$ cat src/rtl/lsu.sv
// Load/store unit for the MEMORY stage. Checks width/alignment of the ALU
// effective address, runs one req/ack transfer on the data bus and returns a
// lane-extracted, sign/zero-extended load result. Holds the core stalled while
// an access is in flight.
//
// Bus handshake: mem_req is raised in the cycle after an accepted start and
// held, together with mem_addr/mem_we/mem_wdata/mem_wstrb, until the first
// cycle in which mem_ack is sampled high (transfer complete, mem_rdata valid
// in that same cycle) or until MAX_WAIT cycles have passed without mem_ack.
// mem_ack outside an active request is ignored.
module lsu #(
  parameter int unsigned MAX_WAIT = 255
) (
  input  logic        clk,
  input  logic        rst_n,
  input  logic        start,
  input  logic        is_load,
  input  logic        is_store,
  input  logic [2:0]  funct3,
  input  logic [31:0] address,
  input  logic [31:0] store_data,
  output logic        mem_req,
  output logic        mem_we,
  output logic [31:0] mem_addr,
  output logic [31:0] mem_wdata,
  output logic [3:0]  mem_wstrb,
  input  logic [31:0] mem_rdata,
  input  logic        mem_ack,
  output logic [31:0] load_data,
  output logic        done,
  output logic [1:0]  fault,
  output logic        should_stall,
  output logic [1:0]  state_dbg
);

  typedef enum logic [1:0] {
    IDLE   = 2'b00,
    ACCESS = 2'b01,
    DONE   = 2'b10
  } state_t;

  localparam logic [1:0] FAULT_OK        = 2'b00;
  localparam logic [1:0] FAULT_MISALIGN  = 2'b01;
  localparam logic [1:0] FAULT_ILLEGAL   = 2'b10;
  localparam logic [1:0] FAULT_TIMEOUT   = 2'b11;
  localparam logic [7:0] MAX_WAIT_C      = 8'(MAX_WAIT);

  state_t      state;
  logic [7:0]  wait_cnt;
  logic [7:0]  cnt_next;
  logic [1:0]  lane_q;
  logic [2:0]  f3_q;

  logic        accepted;
  logic        f3_legal;
  logic        misaligned;
  logic [31:0] st_wdata;
  logic [3:0]  st_wstrb;
  logic [7:0]  rd_byte;
  logic [15:0] rd_half;
  logic [31:0] ld_fmt;

  // Request decode: acceptance, funct3 legality and alignment of the new access
  always_comb begin
    accepted   = start && (is_load != is_store);
    f3_legal   = 1'b0;
    misaligned = 1'b0;
    if (is_load) begin
      case (funct3)
        3'd0, 3'd1, 3'd2, 3'd4, 3'd5: f3_legal = 1'b1;
        default:                      f3_legal = 1'b0;
      endcase
    end else begin
      case (funct3)
        3'd0, 3'd1, 3'd2: f3_legal = 1'b1;
        default:          f3_legal = 1'b0;
      endcase
    end
    case (funct3[1:0])
      2'b01:   misaligned = address[0];
      2'b10:   misaligned = |address[1:0];
      default: misaligned = 1'b0;
    endcase
  end

  // Store lane replication and byte enables for the new access
  always_comb begin
    st_wdata = store_data;
    st_wstrb = 4'b1111;
    case (funct3[1:0])
      2'b00: begin
        st_wdata = {4{store_data[7:0]}};
        st_wstrb = 4'b0001 << address[1:0];
      end
      2'b01: begin
        st_wdata = {2{store_data[15:0]}};
        st_wstrb = 4'b0011 << {address[1], 1'b0};
      end
      default: begin
        st_wdata = store_data;
        st_wstrb = 4'b1111;
      end
    endcase
  end

  // Load lane extraction and extension from the latched lane/width
  always_comb begin
    case (lane_q)
      2'd0:    rd_byte = mem_rdata[7:0];
      2'd1:    rd_byte = mem_rdata[15:8];
      2'd2:    rd_byte = mem_rdata[23:16];
      default: rd_byte = mem_rdata[31:24];
    endcase
    rd_half = lane_q[1] ? mem_rdata[31:16] : mem_rdata[15:0];
    case (f3_q)
      3'd0:    ld_fmt = {{24{rd_byte[7]}}, rd_byte};
      3'd4:    ld_fmt = {24'd0, rd_byte};
      3'd1:    ld_fmt = {{16{rd_half[15]}}, rd_half};
      3'd5:    ld_fmt = {16'd0, rd_half};
      default: ld_fmt = mem_rdata;
    endcase
  end

  assign cnt_next     = wait_cnt + 8'd1;
  assign should_stall = (state != IDLE) || accepted;
  assign state_dbg    = state;

  // Access sequencer: IDLE -> ACCESS -> DONE -> IDLE, or IDLE -> DONE on a fault
  always_ff @(posedge clk or negedge rst_n) begin
    if (!rst_n) begin
      state     <= IDLE;
      wait_cnt  <= 8'd0;
      lane_q    <= 2'd0;
      f3_q      <= 3'd0;
      mem_req   <= 1'b0;
      mem_we    <= 1'b0;
      mem_addr  <= 32'd0;
      mem_wdata <= 32'd0;
      mem_wstrb <= 4'd0;
      load_data <= 32'd0;
      done      <= 1'b0;
      fault     <= FAULT_OK;
    end else begin
      done <= 1'b0;
      case (state)
        IDLE: begin
          if (accepted) begin
            if (!f3_legal) begin
              fault <= FAULT_ILLEGAL;
              done  <= 1'b1;
              state <= DONE;
            end else if (misaligned) begin
              fault <= FAULT_MISALIGN;
              done  <= 1'b1;
              state <= DONE;
            end else begin
              fault     <= FAULT_OK;
              mem_req   <= 1'b1;
              mem_we    <= is_store;
              mem_addr  <= {address[31:2], 2'b00};
              mem_wdata <= is_store ? st_wdata : 32'd0;
              mem_wstrb <= is_store ? st_wstrb : 4'd0;
              lane_q    <= address[1:0];
              f3_q      <= funct3;
              wait_cnt  <= 8'd0;
              state     <= ACCESS;
            end
          end
        end
        ACCESS: begin
          if (mem_ack) begin
            if (!mem_we) load_data <= ld_fmt;
            fault   <= FAULT_OK;
            mem_req <= 1'b0;
            done    <= 1'b1;
            state   <= DONE;
          end else if (cnt_next == MAX_WAIT_C) begin
            wait_cnt <= cnt_next;
            fault    <= FAULT_TIMEOUT;
            mem_req  <= 1'b0;
            done     <= 1'b1;
            state    <= DONE;
          end else begin
            wait_cnt <= cnt_next;
          end
        end
        DONE: begin
          wait_cnt <= 8'd0;
          state    <= IDLE;
        end
        default: state <= IDLE;
      endcase
    end
  end

endmodule

$ cat config.mk
export PLATFORM = sky130hd
export DESIGN_NAME = lsu
export DESIGN_NICKNAME = d
export VERILOG_FILES = /design/src/rtl/lsu.sv
export SDC_FILE = /design/constraint.sdc
export NUM_CORES = 1
export LEC_CHECK = 0
export ABC_AREA = 1
export ABC_CLOCK_PERIOD_IN_PS = 1800
export CORE_ASPECT_RATIO = 1.75
export CORE_MARGIN = 1.5
export CORE_UTILIZATION = 45
export DETAILED_ROUTE_END_ITERATION = 10
export PLACE_DENSITY = 0.83
export SLEW_MARGIN = 20
export SYNTH_ARGS = -nofsm -noshare
export SYNTH_HDL_FRONTEND = slang
export SYNTH_SLANG_ARGS = --single-unit
export TNS_END_PERCENT = 5
$ cat constraint.sdc
create_clock -name clk -period 1.8 [get_ports clk]
set_input_delay 0.36 -clock clk [delete_from_list [all_inputs] [get_ports clk]]
set_output_delay 0.36 -clock clk [all_outputs]
set_load 0.02 [all_outputs]
* Word level (Yosys, flattened, before mapping)
Cells that the tools add are included.
Cells by class: add/sub/neg operators 1, equal/unequal tests 20, shifts and indexed selects 2, multiplexer cells 40, bitwise operators 2, reductions and logical operators 19
Operator list (count):
- one-hot mux 32 bit (4 select lines) | 1
- one-hot mux 32 bit (2 select lines) | 1
- one-hot mux 8 bit (3 select lines) | 2
- two-way mux 32 bit | 1
- two-way mux 8 bit | 4
- two-way mux 2 bit | 9
- two-way mux 16 bit | 1
- two-way mux 1 bit | 14
- == test 3 bit, second input constant | 4
- AND reduction 5 bit | 2
- adder 8 x 1 -> 8 bit, second input constant | 1
- == test 8 bit, second input constant | 1
- != test 2 bit, second input constant | 4
- one-hot mux 2 bit (2 select lines) | 2
- one-hot mux 4 bit (2 select lines) | 1
- == test 2 x 1 -> 1 bit, second input constant | 3
- == test 2 bit, second input constant | 3
- == test 3 x 1 -> 1 bit, second input constant | 2
- zero test 2 bit | 3
- zero test 3 bit | 2
- one-hot mux 1 bit (2 select lines) | 3
- AND reduction 3 bit | 2
- OR reduction 5 bit | 1
- two-way mux 4 bit | 1
- other kinds (14) | 16
Storage, ports and cells: register bits after elaboration 118, bits of input ports 105, output and inout port bits 108, logic and storage cells 96

* Logic depth before layout (Yosys ltp)
Gate-level depths: netlist of run 1.
depth in word-level cells 7, depth in mapped cells 14, mapped depth without buffers 11

* Worst setup path before layout of run 1
No wires, ideal clock.
path type input port to flip-flop, start in is_store, end reg wait_cnt[0], setup time 0.128 ns, arrival 1.621 ns, required time 1.672 ns, path slack 0.051 ns, stages on the path 6, path buffers 0, cell sequence nand2_1 -> nand2_1 -> o21ai_0 -> nand3_1 -> nand2_1 -> o21ai_0
On the way: longest elaborated chain between the ends 4
Ends and longest elaborated chain:
- from (decl) | line 18 | input logic is_store,
- != test 1 bit | line 65 | accepted = start && (is_load != is_store);
- logical AND 1 bit | line 65
- != test 2 bit (no source line)
- AND reduction 5 bit (no source line)
- to (signal assigned) | line 178 | wait_cnt <= cnt_next;
- to (signal assigned) | line 184 | wait_cnt <= cnt_next;
- to (decl) | line 49 | logic [7:0] wait_cnt;
Every way passes these cells. A chain may end at the register's enable or synchronous reset.

* Worst setup path after layout of run 1
start reg fault[1], end out fault[1]
RTL lines:
- from (decl) | line 31 | output logic [1:0] fault,
- from (signal assigned) | line 142 | fault <= FAULT_OK;
- from (signal assigned) | line 149 | fault <= FAULT_ILLEGAL;
- from (signal assigned) | line 153 | fault <= FAULT_MISALIGN;
No word-level cell between the ends.

==> results of run 1 <==
logic make-up (layout without fill, tap and decap cells):
group	count (synthesis)	after routing	share of synthesized area (%)
AND/OR/NAND/NOR	339	339	24.1
AO/OA/AOI/OAI	155	155	14.7
multiplexers	1	1	0.176
other	1	2	0.0661
flip-flops	118	118	52.1
adder cells (fa/ha/maj)	5	5	1.10
buffers and inverters	97	352	7.77
worst paths after layout:
check | to | slack [ps] | start | cells past startpoint
worst min-delay path | f3_q[1]$_DFFE_PN0P_ | 340 | funct3[1] | 4
min in group asynchronous | load_data[18]$_DFFE_PN0P_ | 400 | rst_n | 2
max in group asynchronous | load_data[22]$_DFFE_PN0P_ | 770 | rst_n | 3
worst min register to register | mem_req$_DFFE_PN0P_ | 470 | mem_req$_DFFE_PN0P_ | 2
worst max register to register | fault[0]$_DFFE_PN0P_ | 130 | wait_cnt[1]$_DFFE_PN0P_ | 11
worst max-delay path | fault[1] | 20 | fault[1]$_DFFE_PN0P_ | 1
final cells by class:
class / instances / share of cell area [%]
inverters: 63 / 2.73
clock inverters: 11 / 1.39
multi-input cells: 502 / 25.8
repair buffers: 257 / 29.3
clock buffers: 21 / 5.38
flip-flops and latches: 118 / 33.1
well taps: 168 / 2.35
per-stage QoR:
step                instances  area [um2]
floorplan                 717        5680
global placement         1104        8220
detailed placement       1104        8220
CTS                      1137        8830
global route             1140        8930
finish                   1140        8930
per-layer routing:
layer,up-vias,track usage (%),routed length [um]
li1,2797,-,-
met1,2677,28.7,6310
met2,239,47.5,9470
met3,52,6.99,1240
met4,0,13.8,741
met5,-,0,0
power groups by stage:
stage          sequential [mW]  combinational [mW]  clock (mW)
6_report                  4.47                6.71        3.42
5_1_grt                   4.59                7.26        3.58
4_1_cts                   4.47                6.70        3.45
3_5_place_dp              4.48                6.70           0
3_3_place_gp              4.46                6.57           0
2_1_floorplan             5.75                2.04           0
what timing repair did:
item | 4_1_cts | 5_1_grt
pin swaps | 0 | 2
hold buffers | 1 | 0
setup buffers | 0 | 1
gates resized for setup | 13 | 15
endpoints found under the setup margin | 32 | 88
endpoints found under the hold margin | 23 | 0
cloned | 0 | 2
cells in the mapped netlist:
cell and count:
a211oi_1 1, a21oi_1 28, nand2_4 1, o22ai_1 18
inv_2 5, o21bai_1 3, nand2_1 271, nand4_4 1
nand3_1 28, inv_4 1, nor2_1 32, buf_2 17
buf_6 5, mux2i_1 1, o31ai_1 1, o21ai_0 67
buf_4 4, nand2_2 2, nor2_2 2, conb_1 1
o21ai_2 1, clkbuf_1 8, o211ai_1 4, o21ai_1 31
nor2_4 1, nor2_8 1, dfrtp_1 118, o21ai_4 1
inv_1 57, ha_1 5
state kept, by name (all words and copies together), names as in the netlist:
register / flops
mem_wstrb: 4
mem_we: 1
done: 1
mem_req: 1
mem_addr: 30
state_dbg: 2
load_data: 32
mem_wdata: 32
f3_q: 3
wait_cnt: 8
fault: 2
lane_q: 2
layout by cell type, fill, tap and decap left out, types with 4 or more instances in the layout:
| master | n |
|---|---|
| dlymetal6s2s_1 | 8 |
| inv_1 | 57 |
| nor2_1 | 31 |
| dfrtp_1 | 118 |
| clkbuf_16 | 19 |
| clkdlybuf4s50_1 | 196 |
| a21oi_1 | 28 |
| buf_4 | 36 |
| buf_12 | 9 |
| nand3_1 | 27 |
| inv_2 | 4 |
| clkbuf_8 | 4 |
| o21ai_1 | 32 |
| o22ai_1 | 18 |
| dlygate4sd2_1 | 4 |
| nand2_1 | 269 |
| o21ai_0 | 66 |
| o211ai_1 | 4 |
==> impl_metrics.env, run 1 <==
export IMPL_slowest_delay_ps=630
export IMPL_finalSetupViolCount=0
export IMPL_synthCells=716
export IMPL_grt_pass1_wl_mm=27.2
export IMPL_wl_mm=17.8
export IMPL_vdd_drop_max_v=0.00110
export IMPL_report_final_hold_viol_count=0
export IMPL_start_util_pct=45.9
export IMPL_htree_levels=4
export IMPL_clk_latency_ps=410
export IMPL_power_internal_mw=9.00
export IMPL_dieArea_mm2=0.0133
export IMPL_end_kind="output port"
export IMPL_area_growth_pct=57.5
export IMPL_p_leak_nw=4.32
export IMPL_first_pass_iters=5
export IMPL_track_usage_pct=26.8
export IMPL_clockBufferDepth=2
export IMPL_final_nets=1069
export IMPL_globalplace_congestion=0.964
export IMPL_ys_seq_area_share_pct=52.1
export IMPL_holdWs_ps=343
export IMPL_drtIter0Drc=276
export IMPL_regArea_mm2=0.00295
export IMPL_finClkSkew_ps=9.57
export IMPL_cp_start_kind="flop"
export IMPL_io_pins=213
export IMPL_cts_root_buf="clkbuf_16"
export IMPL_wire_per_inst_um=15.6
export IMPL_avgSynthCellArea_um2=7.92
export IMPL_power_density_mw_per_mm2=1630
export IMPL_cts_clk_slew_worst_paths_ps=60
export IMPL_status="finished clean"
export IMPL_cts_buffers=17
export IMPL_fp_coreArea_mm2=0.0124
export IMPL_vias=5765
export IMPL_insertedDiodeCount=0
export IMPL_worstPathCellList="clkdlybuf4s50_1"
export IMPL_p_seq_share_pct=30.6
export IMPL_antenna_found_initial=0
export IMPL_crit_required_ps=1440
export IMPL_synth_top_area_cell="dfrtp_1"
export IMPL_die_h_um=152
export IMPL_grt_overflow=0
export IMPL_finalPower_mw=14.6
export IMPL_fin_ws_ps=23.1
export IMPL_slew_viol_final=0
export IMPL_pre_cts_ws_ps=-461
export IMPL_comb_power_share_pct=45.9
export IMPL_maxCapViolCount=0
export IMPL_route_detailed_drc=0
export IMPL_vias_per_cell=5.06
export IMPL_cts_tree="built"
export IMPL_path_delay_family="buffers and inverters"
export IMPL_hpwl_mm=12.9
export IMPL_port_buffers=210
export IMPL_ant_nets=0
export IMPL_fillerInstances=932
export IMPL_crit_arrival_ps=1420
export IMPL_cts_sinks=118
export IMPL_grt_pass1_vias=5649
export IMPL_ys_seq_elements=118
export IMPL_p_clk_share_pct=23.4
export IMPL_ys_warnings_count=0
export IMPL_max_freq_ghz=0.563
export IMPL_min_period_over_period_pct=98.7
export IMPL_synth_area_mm2=0.00567
export IMPL_power_switching_mw=5.60
export IMPL_critical_path_max_fanout=2
export IMPL_ys_types=30
export IMPL_crit_slowest_cell="clkdlybuf4s50_1"
export IMPL_min_path_type="in -> reg"
export IMPL_path_buf_inv=1
export IMPL_synthTopCellsByArea="dfrtp_1 52%, nand2_1 18%, o21ai_0 5.9%, inv_1 3.8%, o21ai_1 2.7%"
export IMPL_grt_max_degree=46
export IMPL_switching_share_pct=38.3
export IMPL_drive_gt1_share_pct=10.6
export IMPL_finalCriticalPeriod_ps=1780
export IMPL_multi_input_area_mm2=0.00231
export IMPL_worstSetupPathType="reg -> out"
export IMPL_final_util_pct=72.2
export IMPL_dieWidth_um=87.9
export IMPL_num_rows=54
export IMPL_yosysTopAreaCellShare_pct=52.1
export IMPL_fin_tns_setup_ps=0
Power figures use the tool's default switching activity.
==> inputs of run 2 (changes only) <==
- ABC_CLOCK_PERIOD_IN_PS: 1800 -> unset
- CORE_UTILIZATION: 45 -> 40
- PLACE_DENSITY: 0.83 -> 0.78
- clock period: 1.8 -> 1.48 ns (I/O delays scaled with it)
==> impl_metrics.env, run 2 (same netlist as run 1, synthesis figures left out) <==
export IMPL_path_buf_inv=0
export IMPL_met3_usage_pct=5.59
export IMPL_max_freq_ghz=0.619
export IMPL_dieArea_mm2=0.0149
export IMPL_track_usage_pct=24.2
export IMPL_critical_path_max_fanout=5
export IMPL_end_kind="flop"
export IMPL_crit_arrival_ps=1920
export IMPL_area_growth_pct=63.5
export IMPL_busiest_layer="met2"
export IMPL_grt_pass1_wl_mm=27.9
export IMPL_cts_sinks=118
export IMPL_globalplace_congestion=0.963
export IMPL_num_rows=57
export IMPL_clockBufferDepth=2
export IMPL_crit_required_ps=1780
export IMPL_fp_coreArea_mm2=0.0138
export IMPL_hpwl_mm=13.1
export IMPL_fin_tns_setup_ps=-806
export IMPL_maxCapViolCount=0
export IMPL_biggestRegsByFlops="load_data (32), mem_wdata (32), mem_addr (30)"
export IMPL_vdd_drop_max_v=0.000922
export IMPL_vias_per_cell=4.99
export IMPL_grt_pass1_vias=5818
export IMPL_slowest_delay_ps=380
export IMPL_p_leak_nw=4.68
export IMPL_finClkSkew_ps=15.8
export IMPL_die_h_um=161
export IMPL_dieWidth_um=93.0
export IMPL_insertedDiodeCount=0
export IMPL_worstPathCellList="ha_2 > nand2_2 > nor2_1 > nand2_1 > nand3_1 > nor2_2 > nand3_1 > nand2_2 > nand2_4 > nand2_2 > nand2_1"
export IMPL_first_pass_iters=5
export IMPL_final_common_cell="nand2_1"
export IMPL_drive_gt1_share_pct=17.0
export IMPL_grt_max_degree=62
export IMPL_wl_mm=18.2
export IMPL_report_final_hold_viol_count=0
export IMPL_power_density_mw_per_mm2=1890
export IMPL_path_delay_family="simple AND/OR/NAND/NOR gates"
export IMPL_ant_nets=0
export IMPL_cts_clk_slew_worst_paths_ps=60
export IMPL_htree_levels=4
export IMPL_cp_start_kind="flop"
export IMPL_finalSetupViolCount=14
export IMPL_min_period_over_period_pct=109
export IMPL_violations="setup timing"
export IMPL_cts_root_buf="clkbuf_16"
export IMPL_final_cell_mix="256 x nand2_1, 116 x dfrtp_1, 104 x dlygate4sd2_1"
export IMPL_cpMostUsedCell="nand2_2"
export IMPL_wire_per_inst_um=15.6
export IMPL_holdWs_ps=258
export IMPL_io_pins=213
export IMPL_rsz0062_at_grt="true"
export IMPL_port_buffers=210
export IMPL_grt_overflow=0
export IMPL_crit_slowest_cell="dfrtp_1"
export IMPL_drtIter0Drc=263
export IMPL_met1_usage_pct=24.5
export IMPL_status="finished with violations"
export IMPL_slew_viol_final=0
export IMPL_fin_ws_ps=-137
export IMPL_cts_buffers=17
export IMPL_min_path_type="in -> reg"
export IMPL_start_util_pct=41.0
export IMPL_antenna_found_initial=0
export IMPL_vias=5854
export IMPL_grt_use_met2_pct=44.3
export IMPL_clk_latency_ps=410
export IMPL_fillerInstances=1129
export IMPL_worstSetupPathType="reg -> reg"
export IMPL_final_nets=1092
export IMPL_finalCriticalPeriod_ps=1620
export IMPL_r2r_slack_ps=-140
export IMPL_route_detailed_drc=0
export IMPL_cts_tree="built"
-- run 2: changes by cell type in the layout (fill, tap and decap cells not counted), sizes merged, moves of 3 or more --
| cell | previous run | this run |
|---|---|---|
| buf | 46 | 71 |
| clkbuf | 23 | 20 |
| clkdlybuf4s50 | 196 | 97 |
| clkinv | 6 | 2 |
| dlygate4sd2 | 4 | 104 |
| dlymetal6s2s | 8 | 3 |
| inv | 63 | 67 |
-- run 2: final timing paths --
path / start / end / cells past startpoint
setup reg to reg: wait_cnt[1]$_DFFE_PN0P_ / fault[1]$_DFFE_PN0P_ / 11
hold reg to reg: mem_addr[13]$_DFFE_PN0P_ / mem_addr[13]$_DFFE_PN0P_ / 2
hold / removal: funct3[0] / f3_q[0]$_DFFE_PN0P_ / 3
max in group asynchronous: rst_n / state_dbg[0]$_DFFE_PN0P_ / 3
setup / recovery: wait_cnt[1]$_DFFE_PN0P_ / fault[1]$_DFFE_PN0P_ / 11
min in group asynchronous: rst_n / load_data[29]$_DFFE_PN0P_ / 3
-- run 2: final cells by class --
type | instances | area (um2) | share of cell area [%]
clock buffers | 19 | 453 | 4.88
repair buffers | 280 | 2750 | 29.7
multi-input cells | 502 | 2460 | 26.6
flip-flops and latches | 118 | 2960 | 31.9
well taps | 177 | 221 | 2.39
inverters | 63 | 262 | 2.82
clock inverters | 13 | 169 | 1.82
-- run 2: per-stage QoR --
step                      cells  total power, mW  instance area [um2]  utilization, %  worst slack (ps)
after floorplan             717             9.49                 5720               -             -82.4
after global placement     1126             13.6                 8360            60.4              -663
after detailed placement   1126             13.7                 8360            60.4              -718
after CTS                  1167             17.3                 9060            65.5              -149
after global routing       1172             18.6                 9280            67.0              -260
final                      1172             17.5                 9280            67.0              -137
-- run 2: what timing repair did --
item	CTS	global route
hold buffers	1	0
pin swaps	9	13
cloned	2	1
buffers inserted	6	5
endpoints found under the hold margin	118	0
endpoints found under the setup margin	199	113
gates resized for setup	145	51
-- run 2: power breakdown --
part	switching (mW)	internal, mW
sequential	0.803	4.62
clock	1.54	2.76
combinational	4.67	3.15
-- run 2: worst reg2reg max path, stage by stage (launching register included) --
cell and delay (ps):
dfrtp_1 380, ha_2 210, nand2_2 80, nor2_1 60
nand2_1 80, nand3_1 120, nor2_2 130, nand3_1 100
nand2_2 130, nand2_4 80, nand2_2 70, nand2_1 40
-- run 2: routing by layer --
metal	routed length (um)	vias to the layer above
met5	0	-
met4	1040	0
met3	1090	60
met2	9960	268
met1	6130	2696
li1	-	2830
